`src/rtl/pio_input_conditioner_if.sv`:
```
// Board-side PIO bundle: raw button/switch inputs in, debounced levels and event pulses out.
interface pio_input_conditioner_if #(
    parameter int N_BTN = 4,
    parameter int N_SW  = 8
);
    logic [N_BTN-1:0] btn_raw;
    logic [N_SW-1:0]  sw_raw;
    logic [N_BTN-1:0] button_pio_export;
    logic [N_SW-1:0]  switch_pio_export;
    logic [N_BTN-1:0] btn_press;
    logic [N_BTN-1:0] btn_release;
    logic [N_SW-1:0]  sw_change;
    logic             any_event;

    modport slave (
        input  btn_raw, sw_raw,
        output button_pio_export, switch_pio_export, btn_press, btn_release, sw_change, any_event
    );

    modport master (
        output btn_raw, sw_raw,
        input  button_pio_export, switch_pio_export, btn_press, btn_release, sw_change, any_event
    );
endinterface

```
`src/rtl/pio_input_conditioner.sv`:
```
// Two-flop synchronise and per-bit debounce of buttons/switches, with registered edge pulses.
// Latency DEBOUNCE_CYCLES+2 edges from first sample; no backpressure, outputs are free-running levels/pulses.
module pio_input_conditioner #(
    parameter int N_BTN           = 4,
    parameter int N_SW            = 8,
    parameter int DEBOUNCE_CYCLES = 50000,
    parameter int CNT_W           = 16
) (
    input logic clk_clk,
    input logic reset_reset,
    pio_input_conditioner_if.slave pio
);
    localparam int N = N_BTN + N_SW;
    // Buttons idle high (active-low), switches idle low.
    localparam logic [N-1:0]     RST_VAL = {{N_SW{1'b0}}, {N_BTN{1'b1}}};
    localparam logic [CNT_W-1:0] CNT_MAX = CNT_W'(DEBOUNCE_CYCLES - 1);

    logic [N-1:0]     s1_q, s2_q;
    logic [N-1:0]     stable_q, stable_d;
    logic [N-1:0]     rise_q, rise_d;
    logic [N-1:0]     fall_q, fall_d;
    logic             any_q, any_d;
    logic [CNT_W-1:0] cnt_q [N];
    logic [CNT_W-1:0] cnt_d [N];

    always_comb begin
        stable_d = stable_q;
        rise_d   = '0;
        fall_d   = '0;
        for (int i = 0; i < N; i++) begin
            cnt_d[i] = '0;
            if (s2_q[i] != stable_q[i]) begin
                if (cnt_q[i] == CNT_MAX) begin
                    stable_d[i] = s2_q[i];
                    rise_d[i]   = s2_q[i];
                    fall_d[i]   = ~s2_q[i];
                end else begin
                    cnt_d[i] = cnt_q[i] + CNT_W'(1);
                end
            end
        end
        any_d = |(rise_d | fall_d);
    end

    always_ff @(posedge clk_clk) begin
        if (reset_reset) begin
            s1_q     <= RST_VAL;
            s2_q     <= RST_VAL;
            stable_q <= RST_VAL;
            rise_q   <= '0;
            fall_q   <= '0;
            any_q    <= 1'b0;
            for (int i = 0; i < N; i++) cnt_q[i] <= '0;
        end else begin
            s1_q     <= {pio.sw_raw, pio.btn_raw};
            s2_q     <= s1_q;
            stable_q <= stable_d;
            rise_q   <= rise_d;
            fall_q   <= fall_d;
            any_q    <= any_d;
            for (int i = 0; i < N; i++) cnt_q[i] <= cnt_d[i];
        end
    end

    // Active-low buttons: a press is a fall of the debounced level.
    assign pio.button_pio_export = stable_q[N_BTN-1:0];
    assign pio.switch_pio_export = stable_q[N-1:N_BTN];
    assign pio.btn_press         = fall_q[N_BTN-1:0];
    assign pio.btn_release       = rise_q[N_BTN-1:0];
    assign pio.sw_change         = rise_q[N-1:N_BTN] | fall_q[N-1:N_BTN];
    assign pio.any_event         = any_q;
endmodule

```
`src/flat_wrapper.sv`:
```
// flat-port wrapper written by rule: the top's interface ports become plain ports
module pio_input_conditioner_flat 
#(
    parameter int N_BTN           = 4,
    parameter int N_SW            = 8,
    parameter int DEBOUNCE_CYCLES = 50000,
    parameter int CNT_W           = 16
)
  (clk_clk, reset_reset, pio_btn_raw, pio_sw_raw, pio_button_pio_export, pio_switch_pio_export, pio_btn_press, pio_btn_release, pio_sw_change, pio_any_event);
  pio_input_conditioner_if #(.N_BTN(N_BTN), .N_SW(N_SW)) pio_i ();
  input logic clk_clk;
  input logic reset_reset;
  input wire logic [$bits(pio_i.btn_raw)-1:0] pio_btn_raw;
  input wire logic [$bits(pio_i.sw_raw)-1:0] pio_sw_raw;
  output wire logic [$bits(pio_i.button_pio_export)-1:0] pio_button_pio_export;
  output wire logic [$bits(pio_i.switch_pio_export)-1:0] pio_switch_pio_export;
  output wire logic [$bits(pio_i.btn_press)-1:0] pio_btn_press;
  output wire logic [$bits(pio_i.btn_release)-1:0] pio_btn_release;
  output wire logic [$bits(pio_i.sw_change)-1:0] pio_sw_change;
  output wire logic [$bits(pio_i.any_event)-1:0] pio_any_event;
  assign pio_i.btn_raw = pio_btn_raw;
  assign pio_i.sw_raw = pio_sw_raw;
  assign pio_button_pio_export = pio_i.button_pio_export;
  assign pio_switch_pio_export = pio_i.switch_pio_export;
  assign pio_btn_press = pio_i.btn_press;
  assign pio_btn_release = pio_i.btn_release;
  assign pio_sw_change = pio_i.sw_change;
  assign pio_any_event = pio_i.any_event;
  pio_input_conditioner #(.N_BTN(N_BTN), .N_SW(N_SW), .DEBOUNCE_CYCLES(DEBOUNCE_CYCLES), .CNT_W(CNT_W)) u_core (.clk_clk(clk_clk), .reset_reset(reset_reset), .pio(pio_i));
endmodule
```
`config.mk`:
```
export PLATFORM = sky130hd
export DESIGN_NAME = pio_input_conditioner_flat
export DESIGN_NICKNAME = d
export VERILOG_FILES = /design/src/rtl/pio_input_conditioner_if.sv /design/src/rtl/pio_input_conditioner.sv /design/src/flat_wrapper.sv
export SDC_FILE = /design/constraint.sdc
export NUM_CORES = 1
export LEC_CHECK = 0
export ABC_AREA = 0
export BUFFER_PORTS_ARGS = -buffer_cell sky130_fd_sc_hd__buf_4
export CORE_MARGIN = 2
export CORE_UTILIZATION = 66
export CTS_CLUSTER_DIAMETER = 80
export DETAILED_ROUTE_END_ITERATION = 10
export HOLD_SLACK_MARGIN = 0.1
export PLACE_DENSITY = 0.93
export SLEW_MARGIN = 0
export SYNTH_ARGS = -nofsm -noshare
export SYNTH_HDL_FRONTEND = slang
export SYNTH_SLANG_ARGS = --single-unit
```
`constraint.sdc`:
```
create_clock -name clk_clk -period 4.7 [get_ports clk_clk]
set_input_delay 0.94 -clock clk_clk [delete_from_list [all_inputs] [get_ports clk_clk]]
set_output_delay 0.94 -clock clk_clk [all_outputs]
set_load 0.01 [all_outputs]
```
; ---- Yosys cells after proc, flatten, opt, wreduce, memory -nomap -nowiden
; Memory sizes are Yosys's and may differ from the RTL's.
; Cells that the tools add are included.
[classes]
reduce_logical = 13
n_mux = 87
magnitude_cmp = 0
n_shift = 0
eq_ne = 24
add_sub_neg = 12
div = 0
n_mul = 0
bitwise_logic = 26
[ops]
columns = cell, count
row1 = 16-bit 2-to-1 mux, 36
row2 = 16-bit by 1-bit adder with 16-bit output (second input constant), 12
row3 = 16-bit == test (second input constant), 12
row4 = 1-bit 2-to-1 mux, 51
row5 = 2-bit AND reduction, 12
row6 = 1-bit != test, 12
row7 = 1-bit inverter, 12
row8 = 1-bit bitwise OR, 12
row9 = 12-bit bitwise OR, 1
row10 = 12-bit OR reduction, 1
row11 = 8-bit bitwise OR, 1
[totals]
ramBits = 192
latchBits = 0
n_memories = 1
romBits = 0
output_inout_bits = 29
in_bits = 14
word_cells = 180
regBits = 61
[mem_list]
columns = name, words, width, read_ports, rd_ports_with_merged_regs, wr, line_no
row1 = u_core.cnt_q, 12, 16, 12, 0, 12, pio_input_conditioner.sv:23  ; logic [CNT_W-1:0] cnt_q [N];

; ---- Longest topological paths before layout
[depth]
depth_word = 5
mapped_depth = 7
ltp_nobuf = 6

; ---- Worst setup path after synthesis
; OpenSTA, ideal clock, no wires.
[synth_path]
path_kind = input to register
start = in reset_reset
end = mem u_core.cnt_q[7][2] (netlist: u_core.cnt_q[3][18])
path_stages = 6
path_slack_ns = 2.560
required_ns = 4.572
setup_time_ns = 0.128
path_buffers = 3
t_arrival_ns = 2.013
path_cell_list = clkbuf_1 -> clkbuf_1 -> nor2_1 -> nand2_1 -> clkbuf_1 -> nor2_1
[synth_lines]
columns = element, line_no
row1 = from (decl), flat_wrapper.sv:12  ; input logic reset_reset;
row2 = to (decl), pio_input_conditioner.sv:23

; ---- Worst setup path in the final report
[layout_path]
start = reg u_core.fall_q[7]
end = out pio_sw_change[3]
[layout_via]
elab_chain_cells = 1
[layout_lines]
columns = element, line_no
row1 = from (decl), pio_input_conditioner.sv:21  ; logic [N-1:0] fall_q, fall_d;
row2 = from (signal assigned), pio_input_conditioner.sv:59  ; fall_q <= fall_d;
row3 = 8-bit bitwise OR, pio_input_conditioner.sv:70  ; assign pio.sw_change = rise_q[N-1:N_BTN] | fall_q[N-1:N_BTN];
row4 = to (decl), flat_wrapper.sv:19  ; output wire logic [$bits(pio_i.sw_change)-1:0] pio_sw_change;
; Every way passes these cells.

==> impl_results.html <==
<table>
<tr><th>Metric</th><th>Value</th></tr>
<tr><th colspan="2">Critical path</th></tr>
<tr><td>Delay of the slowest cell on the worst path</td><td>310 ps</td></tr>
<tr><td>Logic depth of the worst register-to-register path</td><td>4</td></tr>
<tr><td>Critical path endpoint category</td><td>primary output</td></tr>
<tr><td>Worst-path cell with the longest stage delay</td><td>sky130_fd_sc_hd__or2_2</td></tr>
<tr><td>Worst setup slack for register-to-register paths</td><td>2500 ps</td></tr>
<tr><td>Required time at the endpoint of the critical path</td><td>3760 ps</td></tr>
<tr><td>Buffer and inverter count on the worst path</td><td>1</td></tr>
<tr><td>Launch point of the worst path</td><td>u_core.fall_q[7]</td></tr>
<tr><td>Number of gates on the worst path with buffers counted</td><td>2</td></tr>
<tr><td>Ordered list of cells on the worst path</td><td>or2_2, buf_4</td></tr>
<tr><td>Worst path top cell family by delay</td><td>simple AND/OR/NAND/NOR gates</td></tr>
<tr><td>End point of the critical path</td><td>pio_sw_change[3]</td></tr>
<tr><td>FF-to-FF Start</td><td>u_core.cnt_q[0][21]</td></tr>
<tr><td>Crit Path Category</td><td>reg2out</td></tr>
<tr><td>CP Data Arrival Time</td><td>1280 ps</td></tr>
<tr><td>Nature of the critical path startpoint</td><td>flip-flop</td></tr>
<tr><td>CP max FO</td><td>1</td></tr>
<tr><td>Critical R2R Capture</td><td>u_core.cnt_q[0][16]</td></tr>
<tr><th colspan="2">Timing</th></tr>
<tr><td>Slew headroom</td><td>53.8%</td></tr>
<tr><td>Worst path setup slack after routing</td><td>2480 ps</td></tr>
<tr><td>Measured slew at the worst slew-check pin</td><td>693 ps</td></tr>
<tr><td>TNS Setup</td><td>0 ps</td></tr>
<tr><td>Final Skew</td><td>6.74 ps</td></tr>
<tr><td>Unrepaired setup endpoints after global routing</td><td>no</td></tr>
<tr><td>Maximum frequency from static timing analysis</td><td>450 MHz</td></tr>
<tr><td>Setup-violating endpoint count in the final report</td><td>0</td></tr>
<tr><td>Share of the clock period used by the worst path</td><td>47.2%</td></tr>
<tr><td>Count of final max-slew check failures</td><td>0</td></tr>
<tr><td>Shortest period the worst path allows</td><td>2220 ps</td></tr>
<tr><td>Final Hold Viols</td><td>0</td></tr>
<tr><th colspan="2">Yosys</th></tr>
<tr><td>Syn_nets</td><td>1,128</td></tr>
<tr><td>Total standard cell area after synthesis</td><td>0.0102 mm²</td></tr>
<tr><td>Proportion of synthesized chip area in sequential cells</td><td>49.8%</td></tr>
<tr><td>Distinct cell type count after synthesis</td><td>48</td></tr>
<tr><td>Leading register cell type out of synthesis</td><td>sky130_fd_sc_hd__dfxtp_1</td></tr>
<tr><td>Yosys Warn Count</td><td>0</td></tr>
<tr><td>Mapped Cells</td><td>1,102</td></tr>
<tr><td>Flops &amp; latches, synth</td><td>253</td></tr>
<tr><td>Avg Synthesized Cell Area</td><td>9.23 µm²</td></tr>
<tr><td>Post-synth EDFFs</td><td>0</td></tr>
<tr><td>Share of synthesized flip-flops with an asynchronous set or reset</td><td>0%</td></tr>
<tr><th colspan="2">Clock tree</th></tr>
<tr><td>CTS Hold Buffers Added</td><td>0</td></tr>
<tr><td>Clk Tree Root Cell</td><td>sky130_fd_sc_hd__clkbuf_16</td></tr>
<tr><td>Latest clock arrival within the worst-skew pair</td><td>520 ps</td></tr>
<tr><td>Number of clock sinks seen by CTS</td><td>253</td></tr>
<tr><td>CTS H-tree depth</td><td>1</td></tr>
<tr><td>Number of buffers inserted during clock tree synthesis</td><td>25</td></tr>
<tr><td>Buffers from clock root to sink, at most</td><td>3</td></tr>
<tr><td>Post-CTS sizing</td><td>0</td></tr>
<tr><td>Clock transition at the registers of the reported paths</td><td>60 ps</td></tr>
<tr><td>Post-CTS Repair Setup Buffers</td><td>0</td></tr>
<tr><td>Clock tree from TritonCTS</td><td>done</td></tr>
<tr><th colspan="2">Drt</th></tr>
<tr><td>Number of vias per cell after detailed routing</td><td>5.64</td></tr>
<tr><td>DRT antenna net count</td><td>0</td></tr>
<tr><td>Violation count after the first detailed-route iteration</td><td>463</td></tr>
<tr><td>Post-route DRC</td><td>0</td></tr>
<tr><td>First-pass iteration count of the detailed router</td><td>5</td></tr>
<tr><td>Via count</td><td>7,597</td></tr>
<tr><td>WL/cell</td><td>14.9 µm</td></tr>
<tr><td>Final routed wirelength across all metal layers</td><td>20,100 µm</td></tr>
<tr><th colspan="2">Global route</th></tr>
<tr><td>Maximum number of pins on one net before global-route repair</td><td>73</td></tr>
<tr><td>Wire length of the first global-routing pass</td><td>33,800 µm</td></tr>
<tr><td>Overall fraction of global-route tracks in use</td><td>24.6%</td></tr>
<tr><td>Vias in the first global route</td><td>7,465</td></tr>
<tr><td>Overflow left after global routing</td><td>0</td></tr>
<tr><td>Number of antenna violations at the first check in global routing</td><td>0</td></tr>
<tr><th colspan="2">Power and ir drop</th></tr>
<tr><td>Power density over the cells</td><td>374 mW/mm²</td></tr>
<tr><td>Worst voltage drop across the vdd grid</td><td>0.304 mV</td></tr>
<tr><td>Leakage power</td><td>4.00 nW</td></tr>
<tr><th colspan="2">Run</th></tr>
<tr><td>Total of max-cap violations</td><td>0</td></tr>
<tr><th colspan="2">Finish</th></tr>
<tr><td>Number of nets at the end of the flow</td><td>1,165</td></tr>
<tr><td>Area growth from synthesis to layout</td><td>12.3%</td></tr>
<tr><td>Fill cell total of the finished layout</td><td>898</td></tr>
<tr><td>Final cell count without fillers</td><td>1,346</td></tr>
<tr><td>Count of antenna diodes in the layout</td><td>0</td></tr>
<tr><td>Share of post-route cells with drive strength above 1</td><td>9.84%</td></tr>
<tr><th colspan="2">Floorplanning</th></tr>
<tr><td>Placeable Area</td><td>0.0151 mm²</td></tr>
<tr><td>Cell row count</td><td>45</td></tr>
<tr><td>Die Y</td><td>128 µm</td></tr>
<tr><td>Initial Util</td><td>67.2%</td></tr>
<tr><td>Count of boundary I/O pins</td><td>43</td></tr>
<tr><td>Horizontal extent of the die</td><td>128 µm</td></tr>
<tr><td>Total die area</td><td>0.0164 mm²</td></tr>
<tr><th colspan="2">Place</th></tr>
<tr><td>Count of port buffers added during placement</td><td>42</td></tr>
<tr><td>Cell Count Post-Placement</td><td>1,300</td></tr>
<tr><td>Weighted congestion at the end of routability-driven global placement</td><td>0.812</td></tr>
<tr><td>Worst setup slack after placement</td><td>2280 ps</td></tr>
<tr><td>HPWL after detailed placement</td><td>12,400 µm</td></tr>
<tr><th colspan="2">Worst hold path</th></tr>
<tr><td>Hold Path Depth</td><td>1</td></tr>
<tr><td>Kind of path behind the tightest hold check</td><td>reg2reg</td></tr>
<tr><th colspan="2">Status</th></tr>
<tr><td>Status</td><td>completed</td></tr>
</table>
[stage by stage]
step	hold WS [ps]	util, %	cell area, µm²	power [mW]
floorplan	389	-	10200	2.25
global placement	391	69.7	10600	2.26
detailed placement	401	69.7	10600	2.26
CTS	414	75.4	11400	4.29
global route	430	75.4	11400	4.39
finish	410	75.4	11400	4.27
[kinds of logic after synthesis]
family	share of synthesized area [%]
AO/OA/AOI/OAI	1.28
flip-flops	49.8
AND/OR/NAND/NOR	29.2
multiplexers	0.787
XOR/XNOR	15.2
buffers and inverters	2.29
adder cells (fa/ha/maj)	1.48
[state kept, by name (all words and copies together), names as in the netlist]
signal and cells:
u_core.pio.any_event 1, u_core.s2_q 12, u_core.s1_q 12, u_core.rise_q 12, u_core.fall_q 12, u_core.stable_q 12, u_core.cnt_q 192
[metal layers]
metal	part of all wire [%]	track usage (%)	vias up
li1	-	-	3781
met1	44	30.5	3582
met2	48	43.1	178
met3	4.5	4.63	56
met4	2.8	8.14	0
met5	0	0	-
[placed cells by master, fill, tap and decap left out, drive strengths merged, types with 8 or more instances in the layout]
cell    synthesis  final
dfxtp         253    253
nor2          236    236
xnor2          94     94
xor2           82     82
nand3          71     71
nand2          63     63
and3           45     45
buf            13     42
nand4          31     31
clkbuf         19     29
nor4b          27     27
nor3           23     23
inv            18     19
nor2b          18     18
or2            16     16
nor4bb         13     13
nor4           13     13
ha             12     12
clkinv          0      9
mux2i           8      8
[how the worst min path moves through the flow]
stage | startpoint | endpoint
2_1_floorplan | u_core.s1_q[0] | u_core.s2_q[0]
3_3_place_gp | u_core.s1_q[0] | u_core.s2_q[0]
3_5_place_dp | u_core.s1_q[1] | u_core.s2_q[1]
4_1_cts | u_core.s1_q[1] | u_core.s2_q[1]
5_1_grt | u_core.s1_q[1] | u_core.s2_q[1]
6_report | u_core.s1_q[1] | u_core.s2_q[1]
[power by group]
| group | total, mW | switching [mW] | internal, mW | leakage, nW |
|---|---|---|---|---|
| combinational | 0.0500 | 0.0315 | 0.0184 | 1.53 |
| clock | 2.06 | 0.826 | 1.23 | 0.422 |
| sequential | 2.17 | 0.00900 | 2.16 | 2.04 |
| total | 4.27 | 0.866 | 3.41 | 4.00 |
[cell usage after synthesis (3+ instances only)]
cell	count	area (µm²)
sky130_fd_sc_hd__and3_2	4	30.0
sky130_fd_sc_hd__o22ai_1	3	18.8
sky130_fd_sc_hd__buf_2	3	15.0
sky130_fd_sc_hd__o21ai_0	4	20.0
sky130_fd_sc_hd__nor3_1	23	115
sky130_fd_sc_hd__nor4bb_1	13	130
sky130_fd_sc_hd__nor4_1	12	75.1
sky130_fd_sc_hd__or2_2	16	100
sky130_fd_sc_hd__nor4b_1	27	236
sky130_fd_sc_hd__and3_1	41	257
sky130_fd_sc_hd__clkbuf_1	17	63.8
sky130_fd_sc_hd__a211o_1	3	26.3
sky130_fd_sc_hd__ha_1	12	150
sky130_fd_sc_hd__nand4_1	31	194
sky130_fd_sc_hd__buf_4	8	60.1
sky130_fd_sc_hd__nand3_1	71	355
sky130_fd_sc_hd__and2_1	3	18.8
sky130_fd_sc_hd__or3_1	5	31.3
sky130_fd_sc_hd__mux2i_1	8	80.1
sky130_fd_sc_hd__and4_1	3	26.3
sky130_fd_sc_hd__dfxtp_1	253	5060
sky130_fd_sc_hd__nor2b_1	18	113
sky130_fd_sc_hd__a21oi_1	4	20.0
sky130_fd_sc_hd__nand2_1	63	236
sky130_fd_sc_hd__xnor2_1	94	823
sky130_fd_sc_hd__inv_1	18	67.6
sky130_fd_sc_hd__xor2_1	82	718
sky130_fd_sc_hd__nor2_1	236	886
[area by class of cell]
cell class	count	area (µm²)	share of cell area (%)
Clock inverter	17	200	1.75
Tap cell	188	235	2.06
Inverter	18	67.6	0.592
Sequential cell	253	5060	44.4
Clock buffer	29	661	5.79
Multi-Input combinational cell	799	4870	42.7
Timing Repair Buffer	42	315	2.76
Note: power is estimated with default switching activity, not from simulation.
